===== src/rtl/ad_capture_module.sv =====
// AD9280-class capture front end: divided sample clock, optional rising-edge
// level trigger, and a DEPTH x 8 read-first capture buffer.
module ad_capture_module #(
   parameter  int CLK_DIV = 4,
   parameter  int DEPTH   = 256,
   localparam int AW      = $clog2(DEPTH)
) (
   input  logic          sys_clk,
   input  logic          sys_rst_n,
   output logic          ad_clk,
   input  logic [7:0]    ad_data,
   input  logic          arm,
   input  logic          trig_en,
   input  logic [7:0]    trig_level,
   output logic          busy,
   output logic          done,
   input  logic [AW-1:0] rd_addr,
   output logic [7:0]    rd_data
);

   localparam int DW = (CLK_DIV > 2) ? $clog2(CLK_DIV) : 1;
   localparam logic [DW-1:0] DIV_MAX = DW'(CLK_DIV - 1);
   localparam logic [DW-1:0] HALF    = DW'(CLK_DIV / 2);

   typedef enum logic [1:0] {
      S_IDLE,
      S_ARMED,
      S_CAPTURE,
      S_DONE
   } state_t;

   state_t          r_state;
   state_t          w_state_nxt;
   logic [DW-1:0]   r_div;
   logic [DW-1:0]   w_div_nxt;
   logic            r_ad_clk;
   logic            w_stb;
   logic [7:0]      r_sample;
   logic            r_prev_vld;
   logic [7:0]      r_lvl;
   logic [AW-1:0]   r_waddr;
   logic            w_we;
   logic            w_arm_ok;
   logic            w_trig;
   logic            w_last;
   logic [7:0]      r_mem [DEPTH];

   assign w_div_nxt = (r_div == DIV_MAX) ? '0 : r_div + 1'b1;
   assign w_stb     = (r_div == '0);
   assign w_arm_ok  = arm && (r_state == S_IDLE || r_state == S_DONE);
   assign w_last    = (r_waddr == AW'(DEPTH - 1));

   // r_sample holds the previous strobe's sample; r_prev_vld masks the
   // stale pre-arm value so the first armed strobe can never trigger.
   assign w_trig = w_stb && r_prev_vld &&
                   (r_sample < r_lvl) && (ad_data >= r_lvl);

   assign ad_clk = r_ad_clk;
   assign busy   = (r_state == S_ARMED) || (r_state == S_CAPTURE);
   assign done   = (r_state == S_DONE);

   always_ff @(posedge sys_clk or negedge sys_rst_n) begin
      if (!sys_rst_n) begin
         r_state <= S_IDLE;
      end else begin
         r_state <= w_state_nxt;
      end
   end

   always_comb begin
      w_state_nxt = r_state;
      w_we        = 1'b0;
      unique case (r_state)
         S_IDLE, S_DONE: begin
            if (arm) begin
               w_state_nxt = trig_en ? S_ARMED : S_CAPTURE;
            end
         end
         S_ARMED: begin
            if (w_trig) begin
               w_we        = 1'b1;
               w_state_nxt = w_last ? S_DONE : S_CAPTURE;
            end
         end
         S_CAPTURE: begin
            if (w_stb) begin
               w_we = 1'b1;
               if (w_last) begin
                  w_state_nxt = S_DONE;
               end
            end
         end
         default: begin
            w_state_nxt = S_IDLE;
         end
      endcase
   end

   always_ff @(posedge sys_clk or negedge sys_rst_n) begin
      if (!sys_rst_n) begin
         r_div      <= '0;
         r_ad_clk   <= 1'b0;
         r_sample   <= '0;
         r_prev_vld <= 1'b0;
         r_lvl      <= '0;
         r_waddr    <= '0;
      end else begin
         r_div    <= w_div_nxt;
         r_ad_clk <= (w_div_nxt >= HALF);
         if (w_stb) begin
            r_sample <= ad_data;
         end
         if (w_arm_ok) begin
            r_waddr    <= '0;
            r_lvl      <= trig_level;
            r_prev_vld <= 1'b0;
         end else begin
            if (w_we && !w_last) begin
               r_waddr <= r_waddr + 1'b1;
            end
            if (w_stb && r_state == S_ARMED) begin
               r_prev_vld <= 1'b1;
            end
         end
      end
   end

   always_ff @(posedge sys_clk) begin
      if (w_we) begin
         r_mem[r_waddr] <= ad_data;
      end
   end

   // Registered read of the pre-write content gives read-first behaviour.
   always_ff @(posedge sys_clk or negedge sys_rst_n) begin
      if (!sys_rst_n) begin
         rd_data <= '0;
      end else begin
         rd_data <= r_mem[rd_addr];
      end
   end

endmodule


===== config.mk =====
export PLATFORM = sky130hd
export DESIGN_NAME = ad_capture_module
export DESIGN_NICKNAME = d
export VERILOG_FILES = /design/src/rtl/ad_capture_module.sv
export SDC_FILE = /design/constraint.sdc
export NUM_CORES = 2
export LEC_CHECK = 0
export ABC_AREA = 1
export BUFFER_PORTS_ARGS = -buffer_cell sky130_fd_sc_hd__buf_2
export CORE_AREA = 2 2 416 521
export CTS_CLUSTER_DIAMETER = 40
export DETAILED_ROUTE_END_ITERATION = 12
export DIE_AREA = 0 0 418 523
export PLACE_DENSITY = 0.57
export SYNTH_ARGS = -nofsm -noshare
export SYNTH_HDL_FRONTEND = slang
export SYNTH_SLANG_ARGS = --single-unit

===== constraint.sdc =====
create_clock -name sys_clk -period 3.78 [get_ports sys_clk]
set_input_delay 0.378 -clock sys_clk [delete_from_list [all_inputs] [get_ports sys_clk]]
set_output_delay 0.378 -clock sys_clk [all_outputs]
set_load 0.02 [all_outputs]

# ---- After elaboration in Yosys (flattened, before gate mapping)
# Memory sizes are Yosys's and may differ from the RTL's. A register that Yosys moved wholly into a read port is not among the register bits.
# Cells that the tools add are included.
dict set report totals {
  regBits 30
  ramBits 2048
  in_bits 28
  memories 1
}
dict set report classes {
  add_sub_neg 2
  n_lt_le_gt_ge 3
  n_eq_ne 9
  muxes 17
  reduce_logical 16
}
# name depth word_bits read_ports rd_clocked_by_memory_dff write_ports line_no
set mem_list {}
lappend mem_list {r_mem 256 8 1 1 1 46} ;# logic [7:0] r_mem [DEPTH];
# op count
set ops {}
lappend ops {{$mux 8} 2}
lappend ops {{$mux 2} 6}
lappend ops {{$add 8x1->8 const B} 1}
lappend ops {{$eq 8x8->1 const B} 1}
lappend ops {{$ge 8x8->1} 1}
lappend ops {{$lt 8x8->1} 1}
lappend ops {{$ne 2x2->1 const B} 4}
lappend ops {{$mux 1} 7}
lappend ops {{$eq 2x2->1 const B} 3}
lappend ops {{$logic_and 1x1->1} 6}
lappend ops {{$pmux 2 s3} 1}
lappend ops {{$logic_not 2->1} 2}
lappend ops {{$reduce_and 4->1} 1}
lappend ops {{$reduce_bool 2->1} 2}
lappend ops {{$add 2x1->2 const B} 1}
lappend ops {{$eq 2x1->1 const B} 1}
lappend ops {{$ge 2x2->1 const B} 1}
lappend ops {{$logic_not 1->1} 2}
lappend ops {{$logic_or 1x1->1} 2}
lappend ops {{$pmux 1 s2} 1}
lappend ops {{$reduce_or 2->1} 1}

# ---- Logic depth before layout (Yosys ltp)
dict set report depth {
  depth_word 9
  ltp_mapped 15
  mapped_depth_nobuf 13
}

# ---- Worst setup path before layout
# OpenSTA, ideal clock, no wires.
dict set report synth_timing {
  path_type {register -> register}
  from {register ad_clk (netlist name)}
  to {memory r_mem[127][0], enable pin}
  setup_time_ns 0.395
  arrival_ns 2.296
  t_required_ns 3.385
  setup_slack_ns 1.089
  stages_incl_launch_ff 12
  n_path_buf 1
  path_cell_list {dfrtp_1 -> inv_1 -> ha_1 -> nand2_1 -> a211oi_2 -> nand2_1 -> a21oi_2 -> nand3_1 -> nand2_1 -> nand2_2 -> buf_6 -> nor4_1}
}
# element line_no
set synth_rtl {}
lappend synth_rtl {{to (decl)} 46}

# ---- Worst setup path after layout
dict set report layout_timing {
  from {register r_lvl[7]}
  to {memory r_mem[205][1], enable pin}
}
dict set report layout_between {
  elab_chain_len 7
}
# element line_no
set layout_lines {}
lappend layout_lines {{from (decl)} 40} ;# logic [7:0] r_lvl;
lappend layout_lines {{from (signal assigned)} 115} ;# r_lvl <= trig_level;
lappend layout_lines {{$lt 8x8->1} 56} ;# (r_sample < r_lvl) && (ad_data >= r_lvl);
lappend layout_lines {{$logic_and 1x1->1} 55} ;# assign w_trig = w_stb && r_prev_vld &&
lappend layout_lines {{$logic_and 1x1->1 (*)} 56}
lappend layout_lines {{$mux 1 (*)} 80} ;# if (w_trig) begin
lappend layout_lines {{$pmux 1 s2 (*)} 73} ;# unique case (r_state)
lappend layout_lines {{$mux 1 (*)} 129} ;# if (w_we) begin
lappend layout_lines {{$mux 1 (implied by the code) (*)} 130} ;# r_mem[r_waddr] <= ad_data;
# Every way passes the cells marked *; elsewhere a longest branch is shown, timed or not.

==> flow_metrics.py <==
metrics = {
    "status": {
        "status": "complete, no violations",
    },
    "cells_and_area": {
        "nNetsFinal": 7219,
        "area_growth_pct": 13.08,
        "fin_area_um2": 96170,
        "utilization_pct": 45.00,
        "fill_cells": 19160,
        "drive_gt1_share_pct": 8.574,
    },
    "place": {
        "dpl.hpwl_mm": 151.3,
        "placed_area_um2": 88880,
        "pre_cts_ws_ns": -0.01881,
        "gp_congestion": 0.9144,
        "io_buffers": 38,
    },
    "clock_tree": {
        "clkLatencyLatePin_ns": 0.88,
        "cts_buffer_depth": 3,
        "cts_tree": "yes",
        "cts_root_buffer": "clkbuf_16",
        "postCtsResizedCells": 0,
        "clock_sinks": 2085,
        "numCtsBuffers": 215,
        "clk_pin_slew_ns": 0.06,
        "h-tree-depth": 4,
    },
    "timing": {
        "finalHoldViolCount": 0,
        "fin_crit_ns": 3.533,
        "maxSlewViolCount": 0,
        "clock_skew_ns": 0.05286,
        "setup_ws_ns": 0.2474,
        "setup_viol": 0,
        "fmax_mhz": 283.1,
        "slew_headroom_pct": 20.06,
        "timing.final.crit_share_pct": 93.45,
        "final.setup.tns_ns": 0,
        "tightestPinTransition_ns": 1.199,
        "holdWs_ns": 0.1149,
        "rsz0062_at_grt": "false",
    },
    "critical_path": {
        "critPathSlowestCell": "nor2_1",
        "required_ns": 4.24,
        "path_buf_inv": 2,
        "cp-start-kind": "flip-flop",
        "cpLargestDelayFamily": "simple AND/OR/NAND/NOR gates",
        "slowest_delay_ns": 0.65,
        "cp.arrival_ns": 3.99,
        "worst-path-max-fanout": 11,
        "critPathCaptureType": "flip-flop",
        "critical_path_class": "reg -> reg",
        "worst_path_most_repeated_cell": "nand2_1",
        "crit_chain": "inv_1, ha_1, a211oi_2, nand2_1, a21oi_2, nand3_1, nand2_1, nand2_2, inv_2, nand2_1, nor2_1",
    },
    "power_and_ir_drop": {
        "peakVddDrop_mv": 0.5517,
        "p_int_w": 0.03840,
        "leakage_nw": 33.46,
        "switching_power_w": 0.01194,
        "seqPwrFrac_pct": 50.8,
        "power.density_nw_per_um2": 523.5,
        "combPwrFrac_pct": 7.3,
        "p_sw_share_pct": 23.72,
        "power.share.clock_pct": 42.0,
    },
    "logic_synthesis": {
        "ys.flop_type": "edfxtp_1",
        "ys.warnings.count": 0,
        "synth_top_area_cell": "edfxtp_1",
        "async_flop_share_pct": 1.775,
        "synth_top_area_share_pct": 72.32,
        "synth-seq-cells": 2085,
        "synth_cell_types": 35,
        "postSynthAreaPerCell_um2": 11.85,
        "syn_inst": 7175,
        "yosysSeqAreaShare_pct": 73.41,
        "ys_top_cells_by_area": "edfxtp_1 72%, nand3_1 12%, nand2_1 9.5%, buf_2 1.5%, nor2_1 1.1%",
        "syn_nets": 7227,
        "syn-cell-area_um2": 85040,
        "synth_edf_count": 2048,
    },
    "routing": {
        "drcViolationCount": 0,
        "antenna_left": 0,
        "wl_per_cell_um": 24.76,
        "via_per_inst": 5.512,
        "first_pass_iters": 8,
        "wl_mm": 251.0,
        "first_iter_violations": 6299,
        "vias": 55870,
    },
    "grt": {
        "track_usage_pct": 22.72,
        "grt_first_pass_wirelength_mm": 364.1,
        "grt_pass1_vias": 55640,
        "antenna_found_initial": 8,
        "overflow": 0,
        "grt_max_degree": 139,
    },
    "hold_path": {
        "hp-class": "in -> reg",
    },
    "die": {
        "core_area_um2": 213700,
        "die_x_um": 418,
        "fp.dieArea_um2": 218600,
        "num_rows": 190,
        "start_util_pct": 39.79,
        "fp.dieH_um": 523,
        "pin_count": 39,
    },
    "job": {
        "drv_cap": 0,
    },
}
worst reg2reg max path, stage by stage, from the launching register on:
cell      delay (ns)
dfrtp_1         0.36
inv_1           0.09
ha_1            0.26
a211oi_2        0.23
nand2_1         0.08
a21oi_2         0.15
nand3_1         0.11
nand2_1         0.11
nand2_2         0.15
inv_2           0.42
nand2_1         0.52
nor2_1          0.66
stage by stage:
| stage | total power [W] | instances |
|---|---|---|
| global route | 0.05181 | 10130 |
| detailed placement | 0.02967 | 9719 |
| CTS | 0.05063 | 10130 |
| global placement | 0.02968 | 9719 |
| floorplan | 0.02789 | 7175 |
| finish | 0.05034 | 10140 |
cell families after synthesis:
kind of cell | Yosys count | share of synthesized area, %
AND/OR/NAND/NOR | 4484 | 23.00
flip-flops | 2085 | 73.41
buffers and inverters | 544 | 2.925
AO/OA/AOI/OAI | 29 | 0.2016
adder cells (fa/ha/maj) | 24 | 0.3531
multiplexers | 7 | 0.09270
XOR/XNOR | 2 | 0.02060
layer usage:
layer,part of all wire [%],wire length [um],global-route usage (%)
met5,0,0,0
met4,5.4,13480,11.74
met3,6.8,16960,3.407
met2,49,122600,38.56
met1,39,97930,28.20
synthesized netlist by cell type, drive strengths merged (2+ instances only):
library cell / instances
a21oi: 7
buf: 330
clkbuf: 158
dfrtp: 37
edfxtp: 2048
ha: 24
inv: 55
mux2: 7
nand2: 2161
nand3: 2041
nor2: 267
nor3: 11
nor4: 2
o21ai: 16
xor2: 2
flip-flops by register name, indices dropped and copies added, names as in the netlist:
name	flops
r_mem	2048
r_lvl	8
r_sample	8
r_waddr	8
rd_data	8
r_state	2
ad_clk	1
r_div	1
r_prev_vld	1
placed cells by master (no fill, tap or decap), types with 3 or more instances in the layout:
| master | n |
|---|---|
| a21oi_1 | 6 |
| buf_12 | 53 |
| buf_2 | 26 |
| buf_4 | 158 |
| buf_8 | 11 |
| bufinv_16 | 20 |
| clkbuf_1 | 40 |
| clkbuf_16 | 215 |
| clkinv_1 | 35 |
| clkinv_16 | 6 |
| clkinv_2 | 30 |
| clkinv_4 | 6 |
| clkinv_8 | 6 |
| clkinvlp_4 | 15 |
| dfrtp_1 | 37 |
| diode_2 | 4 |
| dlygate4sd3_1 | 15 |
| edfxtp_1 | 2048 |
| ha_1 | 24 |
| inv_1 | 46 |
| inv_2 | 3 |
| inv_6 | 16 |
| inv_8 | 14 |
| mux2_2 | 7 |
| nand2_1 | 2148 |
| nand2_2 | 7 |
| nand2_4 | 6 |
| nand3_1 | 2029 |
| nand3_2 | 6 |
| nand3_4 | 6 |
| nor2_1 | 254 |
| nor2_2 | 12 |
| nor3_1 | 11 |
| o21ai_0 | 16 |
power by group through the flow:
| stage | logic, W | registers [W] | clock network, W |
|---|---|---|---|
| finish | 0.00366 | 0.0255 | 0.0211 |
| detailed placement | 0.00364 | 0.0260 | 0 |
| CTS | 0.00367 | 0.0255 | 0.0214 |
| floorplan | 0.00186 | 0.0260 | 0 |
| global route | 0.00397 | 0.0255 | 0.0223 |
| global placement | 0.00364 | 0.0260 | 0 |
final timing paths:
check | to | slack, ns | from | cells past startpoint
worst max-delay path | r_mem[205][1] | 0.25 | r_lvl[7] | 11
worst min-delay path | r_mem[166][0] | 0.11 | ad_data[0] | 2
worst max register to register | r_mem[205][1] | 0.25 | r_lvl[7] | 11
worst min register to register | r_div[0] | 0.47 | r_div[0] | 1
max in group asynchronous | rd_data[2] | 3.16 | sys_rst_n | 3
min in group asynchronous | r_sample[3] | 0.15 | sys_rst_n | 3
cell type report:
| class | instances | area, um^2 | share of cell area, % |
|---|---|---|---|
| repair buffers | 263 | 2693 | 2.800 |
| flip-flops and latches | 2085 | 62420 | 64.91 |
| clock inverters | 142 | 1578 | 1.641 |
| well taps | 2784 | 3483 | 3.622 |
| multi-input cells | 4546 | 20200 | 21.00 |
| inverters | 56 | 235.2 | 0.2446 |
| diodes | 4 | 10.01 | 0.01041 |
| clock buffers | 256 | 5544 | 5.765 |
repair_timing:
| action | 4_1_cts | 5_1_grt |
|---|---|---|
| hold buffers | 15 | 0 |
| buffers inserted | 0 | 0 |
| endpoints found under the hold margin | 66 | 0 |
Note: power is estimated with default switching activity, not from simulation.
